<file path="config.mk">
export PLATFORM = sky130hd
export DESIGN_NAME = difftest_int_wb_sink_flat
export DESIGN_NICKNAME = d
export VERILOG_FILES = /design/src/rtl/difftest_int_wb_sink_if.sv /design/src/rtl/difftest_int_wb_sink.sv /design/src/flat_wrapper.sv
export SDC_FILE = /design/constraint.sdc
export NUM_CORES = 2
export LEC_CHECK = 0
export BUFFER_PORTS_ARGS = -buffer_cell sky130_fd_sc_hd__buf_2
export CORE_ASPECT_RATIO = 0.7
export CORE_MARGIN = 2
export CORE_UTILIZATION = 40
export DETAILED_ROUTE_END_ITERATION = 8
export PLACE_DENSITY = 0.59
export RECOVER_POWER = 25
export REMOVE_ABC_BUFFERS = 1
export SYNTH_ARGS = -nofsm -noshare
export SYNTH_HDL_FRONTEND = slang
export SYNTH_SLANG_ARGS = --single-unit
</file>
<file path="constraint.sdc">
create_clock -name clock -period 4.65 [get_ports clock]
set_clock_uncertainty 0.05 [all_clocks]
set_input_delay 0.93 -clock clock [delete_from_list [all_inputs] [get_ports clock]]
set_output_delay 0.93 -clock clock [all_outputs]
set_load 0.03 [all_outputs]
</file>
<file path="src/rtl/difftest_int_wb_sink_if.sv">
// Writeback event stream from the difftest producer into the integer writeback sink.
interface difftest_int_wb_sink_if;
  logic        io_valid;
  logic [7:0]  io_address;
  logic [63:0] io_data;
  logic [7:0]  io_coreid;
  logic        io_ready;

  modport master (output io_valid, io_address, io_data, io_coreid, input io_ready);
  modport slave  (input io_valid, io_address, io_data, io_coreid, output io_ready);
endinterface

</file>
<file path="src/rtl/difftest_int_wb_sink.sv">
// Buffers difftest integer writebacks into a 32x64 shadow regfile with read port and dump sequencer.
// Optional event counters are built when DIFFTEST_WB_STATS_EN is defined.
module difftest_int_wb_sink #(
  parameter int unsigned CORE_ID = 0,
  parameter int unsigned DEPTH   = 4
) (
  input  logic                  clock,
  input  logic                  reset_n,
  input  logic                  enable,
  difftest_int_wb_sink_if.slave wb,
  input  logic [4:0]            rd_addr,
  output logic [63:0]           rd_data,
  output logic                  rd_pending,
  input  logic                  dump_req,
  output logic                  dump_valid,
  input  logic                  dump_ready,
  output logic [4:0]            dump_addr,
  output logic [63:0]           dump_data,
  output logic                  dump_busy,
  output logic [31:0]           wb_count,
  output logic [15:0]           drop_count
);
  localparam int unsigned AW   = $clog2(DEPTH);
  localparam int unsigned CW   = AW + 1;
  localparam int unsigned NREG = 32;

  typedef enum logic {IDLE, DUMP} state_e;

  state_e        state_q;
  logic [63:0]   regfile_q   [NREG];
  logic [4:0]    fifo_addr_q [DEPTH];
  logic [63:0]   fifo_data_q [DEPTH];
  logic [DEPTH-1:0] fifo_vld_q;
  logic [AW-1:0] wr_ptr_q, rd_ptr_q;
  logic [CW-1:0] count_q, count_d;
  logic [63:0]   rd_data_q;
  logic [4:0]    dump_addr_q;

  logic        offer, discard, push_req, full, empty, push, pop, rf_we;
  logic [4:0]  pop_addr;
  logic [63:0] pop_data;

  assign offer    = enable && wb.io_valid && (wb.io_coreid == 8'(CORE_ID));
  assign discard  = (wb.io_address >= 8'd32) || (wb.io_address == 8'd0);
  assign push_req = offer && !discard;
  assign full     = (count_q == CW'(DEPTH));
  assign empty    = (count_q == '0);
  assign push     = push_req && !full;
  assign pop      = (state_q == IDLE) && !empty;
  assign pop_addr = fifo_addr_q[rd_ptr_q];
  assign pop_data = fifo_data_q[rd_ptr_q];
  assign rf_we    = pop && (pop_addr != 5'd0);
  assign count_d  = count_q + CW'(push) - CW'(pop);

  assign wb.io_ready = !full;
  assign rd_data     = rd_data_q;
  assign dump_valid  = (state_q == DUMP);
  assign dump_busy   = (state_q == DUMP);
  assign dump_addr   = dump_addr_q;
  assign dump_data   = regfile_q[dump_addr_q];

  // Event FIFO; full is evaluated before the same-cycle pop, so a push into a full FIFO is lost.
  always_ff @(posedge clock) begin
    if (!reset_n) begin
      wr_ptr_q   <= '0;
      rd_ptr_q   <= '0;
      count_q    <= '0;
      fifo_vld_q <= '0;
    end else begin
      if (push) begin
        fifo_addr_q[wr_ptr_q] <= wb.io_address[4:0];
        fifo_data_q[wr_ptr_q] <= wb.io_data;
        fifo_vld_q[wr_ptr_q]  <= 1'b1;
        wr_ptr_q              <= wr_ptr_q + AW'(1);
      end
      if (pop) begin
        fifo_vld_q[rd_ptr_q] <= 1'b0;
        rd_ptr_q             <= rd_ptr_q + AW'(1);
      end
      count_q <= count_d;
    end
  end

  always_comb begin
    rd_pending = 1'b0;
    for (int unsigned i = 0; i < DEPTH; i++) begin
      if (fifo_vld_q[i] && (fifo_addr_q[i] == rd_addr)) rd_pending = 1'b1;
    end
    if (rd_addr == 5'd0) rd_pending = 1'b0;
  end

  // Shadow regfile with write-first registered read port.
  always_ff @(posedge clock) begin
    if (!reset_n) begin
      for (int unsigned i = 0; i < NREG; i++) regfile_q[i] <= '0;
      rd_data_q <= '0;
    end else begin
      if (rf_we) regfile_q[pop_addr] <= pop_data;
      if (rf_we && (pop_addr == rd_addr)) rd_data_q <= pop_data;
      else                                rd_data_q <= regfile_q[rd_addr];
    end
  end

  // Dump sequencer; draining is frozen while in DUMP so beats form a consistent snapshot.
  always_ff @(posedge clock) begin
    if (!reset_n) begin
      state_q     <= IDLE;
      dump_addr_q <= '0;
    end else begin
      case (state_q)
        IDLE: begin
          if (dump_req) begin
            state_q     <= DUMP;
            dump_addr_q <= '0;
          end
        end
        DUMP: begin
          if (dump_ready) begin
            if (dump_addr_q == 5'd31) begin
              state_q     <= IDLE;
              dump_addr_q <= '0;
            end else begin
              dump_addr_q <= dump_addr_q + 5'd1;
            end
          end
        end
      endcase
    end
  end

`ifdef DIFFTEST_WB_STATS_EN
  logic [31:0] wb_count_q;
  logic [15:0] drop_count_q;
  logic        drop;

  assign drop = push_req && full;

  // Accepted count wraps; dropped count saturates.
  always_ff @(posedge clock) begin
    if (!reset_n) begin
      wb_count_q   <= '0;
      drop_count_q <= '0;
    end else begin
      if (push) wb_count_q <= wb_count_q + 32'd1;
      if (drop && (drop_count_q != 16'hFFFF)) drop_count_q <= drop_count_q + 16'd1;
    end
  end

  assign wb_count   = wb_count_q;
  assign drop_count = drop_count_q;
`else
  assign wb_count   = '0;
  assign drop_count = '0;
`endif

endmodule

</file>
<file path="src/flat_wrapper.sv">
// flat-port wrapper written by rule: the top's interface ports become plain ports
module difftest_int_wb_sink_flat 
#(
  parameter int unsigned CORE_ID = 0,
  parameter int unsigned DEPTH   = 4
)
  (clock, reset_n, enable, rd_addr, rd_data, rd_pending, dump_req, dump_valid, dump_ready, dump_addr, dump_data, dump_busy, wb_count, drop_count, wb_io_valid, wb_io_address, wb_io_data, wb_io_coreid, wb_io_ready);
  difftest_int_wb_sink_if wb_i ();
  input  logic clock;
  input  logic reset_n;
  input  logic enable;
  input  logic [4:0] rd_addr;
  output logic [63:0] rd_data;
  output logic rd_pending;
  input  logic dump_req;
  output logic dump_valid;
  input  logic dump_ready;
  output logic [4:0] dump_addr;
  output logic [63:0] dump_data;
  output logic dump_busy;
  output logic [31:0] wb_count;
  output logic [15:0] drop_count;
  input wire logic [$bits(wb_i.io_valid)-1:0] wb_io_valid;
  input wire logic [$bits(wb_i.io_address)-1:0] wb_io_address;
  input wire logic [$bits(wb_i.io_data)-1:0] wb_io_data;
  input wire logic [$bits(wb_i.io_coreid)-1:0] wb_io_coreid;
  output wire logic [$bits(wb_i.io_ready)-1:0] wb_io_ready;
  assign wb_i.io_valid = wb_io_valid;
  assign wb_i.io_address = wb_io_address;
  assign wb_i.io_data = wb_io_data;
  assign wb_i.io_coreid = wb_io_coreid;
  assign wb_io_ready = wb_i.io_ready;
  difftest_int_wb_sink #(.CORE_ID(CORE_ID), .DEPTH(DEPTH)) u_core (.clock(clock), .reset_n(reset_n), .enable(enable), .wb(wb_i), .rd_addr(rd_addr), .rd_data(rd_data), .rd_pending(rd_pending), .dump_req(dump_req), .dump_valid(dump_valid), .dump_ready(dump_ready), .dump_addr(dump_addr), .dump_data(dump_data), .dump_busy(dump_busy), .wb_count(wb_count), .drop_count(drop_count));
endmodule
</file>
==> flow_summary.toml <==
[clock_network]
cts_tree = "built"
clkSinkCount = 2412
root_buffer = "clkbuf_16"
numCtsBuffers = 239
clockBufferDepth = 4
cts_max_level = 4
postCtsHoldBufs = 0
cts.clk_slew.worst_paths_ns = 0.06
clkLatencyLatePin_ns = 0.95

[grt]
grt_pass1_vias = 77200
grt_overflow = 0
grt_pass1_wl_um = 616000
grt_antenna_before_repair = 26
grt_usage_pct = 29.6
grt_start_max_net_pins = 86

[place]
hpwl_um = 257000
dpl_cell_area_sq_um = 125000
portBuffers = 227
place_congestion = 0.870
pre_cts_ws_ns = 0.705

[yosys]
synth-warning-count = 0
ys_types = 63
async_flop_share_pct = 0
synth_seq_area_share_pct = 61.0
netlist_area_sq_um = 117000
ys_seq_elements = 2412
postSynthAreaPerCell_sq_um = 15.1
syn_inst = 7772
ys.flop_type = "edfxtp_1"
synth-edff-count = 2324

[finish]
fin_area_sq_um = 133000
regArea_sq_um = 71600
area_growth_syn_to_layout_pct = 13.1
layout-drive-gt1-share_pct = 26.9
layout.nets = 7956
fillerInstances = 25300
multi_input_area_sq_um = 43000

[critical_path]
critPathCaptureType = "flop"
crit_path_start_kind = "flop"
critPathMaxFanout = 21
cp.arrival_ns = 5.50
crit_type = "reg2reg"
worstPathRequired_ns = 5.35

[die]
die_w_um = 651
die_y_um = 457
ios = 276
start_util_pct = 40.2
num_rows = 166
dieArea_sq_um = 298000
coreArea_sq_um = 292000

[outcome]
violations = "capacitance limit, slew limit, setup timing"
status = "finished with violations"

[min_path]
min_path_type = "in2reg"
hold_path_startpoint = "wb_io_data[17]"

[pwr]
vdd_drop_max_mv = 0.373
p_per_area_nw_per_um2 = 426
p_leak_uw = 0.0453

[drt]
drc = 0
postRouteAntennaNets = 0
viasPerCell = 6.65
routedWlPerCell_um = 37.8
dr.pass1.iters = 6
routed_wl_um = 450000
drt-initial-drc-count = 14300
via_count = 79300

[job]
maxCapViolations = 17

[timing]
max_freq_mhz = 208
setup_viol = 80
fin_setup_tns_ns = -5.14
finalHoldViolCount = 0
drv_slew = 538
relSlewSlack_pct = -89.6
rsz0062_at_grt = "yes"
hold_ws_ns = 0.208
min_period_ns = 4.81
timing.final.ws_setup_ns = -0.160
tightest_slew_ns = 2.84
period_share_pct = 103
[cells in the mapped netlist, drive strengths merged, types with 39 or more instances]
cell type / count / area, sq um
edfxtp: 2324 / 69800
nor2: 2068 / 7760
mux4: 1033 / 23300
clkbuf: 547 / 2050
buf: 334 / 1750
mux2i: 268 / 2680
mux2: 174 / 1960
nand2: 152 / 571
o21ai: 122 / 611
a21oi: 95 / 475
dfxtp: 88 / 1760
a22oi: 72 / 541
o221ai: 62 / 543
o22ai: 55 / 344
a211o: 50 / 438
nor4: 45 / 297
a22o: 43 / 377
a41o: 39 / 390
[cell families (layout without fill, tap and decap cells)]
| family | count (synthesis) | in the layout | share of synthesized area, % |
|---|---|---|---|
| DFF | 2412 | 2412 | 61.0 |
| and+or+nand+nor | 2353 | 2353 | 7.86 |
| muxes | 1475 | 1475 | 23.8 |
| buffers and inverters | 893 | 1055 | 3.28 |
| AOI/OAI and AO/OA | 596 | 596 | 3.69 |
| xor gates and xnor gates | 29 | 29 | 0.217 |
| adders and majority gates | 13 | 13 | 0.145 |
| other | 1 | 118 | 0.00320 |
[critical path, cell delays in order, from the launching register on]
cell      delay (ns)
dfxtp_4         0.41
mux4_2          0.63
nor3_1          1.07
nand2_1         1.19
clkbuf_2        0.91
nor2_1          0.28
[worst paths after layout]
path	to	slack, ns	cells after the start
max	u_core.regfile_q[2][35]	-0.16	5
max reg2reg	u_core.regfile_q[2][35]	-0.16	5
min reg2reg	u_core.fifo_vld_q[1]	0.51	2
min	u_core.fifo_data_q[0][17]	0.21	1
[flip-flops by register name, summed over array words and instances (netlist names), named ones only]
name and flops:
u_core.rd_ptr_q 2, u_core.wr_ptr_q 2, u_core.fifo_data_q 256, u_core.regfile_q 2048, u_core.rd_data 64, u_core.count_q 3, u_core.dump_busy 1, u_core.fifo_vld_q 4
u_core.dump_addr 5, u_core.fifo_addr_q 20
[stage by stage]
stage               instances  total power (uW)  util, %
floorplan                7002             31900        -
global placement        11500             36400     42.9
detailed placement      11500             36500     42.9
CTS                     11900             56500     45.6
global route            11900             57900     45.4
finish                  11900             56500     45.4
[power by group]
part / switching, uW / total [uW] / internal (uW)
Sequential: 593 / 25600 / 25000
Clock: 8850 / 20200 / 11400
Combinational: 7630 / 10700 / 3090
Total: 17100 / 56500 / 39400
[final cells by class]
class / instances / share of cell area, %
multi-input cells: 4578 / 32.4
inverters: 12 / 0.0415
repair buffers: 609 / 4.02
clock buffers: 292 / 4.73
well taps: 3864 / 3.64
diodes: 6 / 0.0113
flip-flops and latches: 2412 / 54.0
clock inverters: 142 / 1.22
[metal layers]
metal	GRT usage, %	wire (um)	up-vias
met4	11.1	20600	18
met5	0	106	-
li1	-	-	30100
met1	40.6	164000	41100
met3	9.78	69100	1170
met2	43.8	196000	6938
[what timing repair did]
item	CTS	global route
setup buffers	3	0
gates cloned	0	2
resized for setup	50	7
pin swaps	0	0
setup endpoints to repair	45	35
[placed cells by master (no fill, tap or decap), types with 25 or more instances in the layout]
| cell type | instances |
|---|---|
| mux2_2 | 156 |
| nor4_1 | 44 |
| o21ai_0 | 59 |
| o221ai_1 | 62 |
| edfxtp_1 | 2324 |
| buf_12 | 104 |
| bufinv_16 | 33 |
| clkinv_1 | 40 |
| a21oi_1 | 95 |
| mux4_2 | 1033 |
| nor3b_1 | 27 |
| mux2i_1 | 268 |
| a22o_1 | 43 |
| conb_1 | 112 |
| clkbuf_16 | 242 |
| nand2_4 | 38 |
| clkinv_2 | 50 |
| nor2_1 | 2062 |
| dfxtp_1 | 81 |
| a211o_1 | 49 |
| nand2_1 | 112 |
| o21ai_2 | 58 |
| buf_4 | 236 |
| clkbuf_1 | 191 |
| a41o_1 | 39 |
| o22ai_1 | 55 |
| a22oi_1 | 72 |
| buf_2 | 66 |
| clkbuf_2 | 25 |
Note: power is estimated with default switching activity, not from simulation.
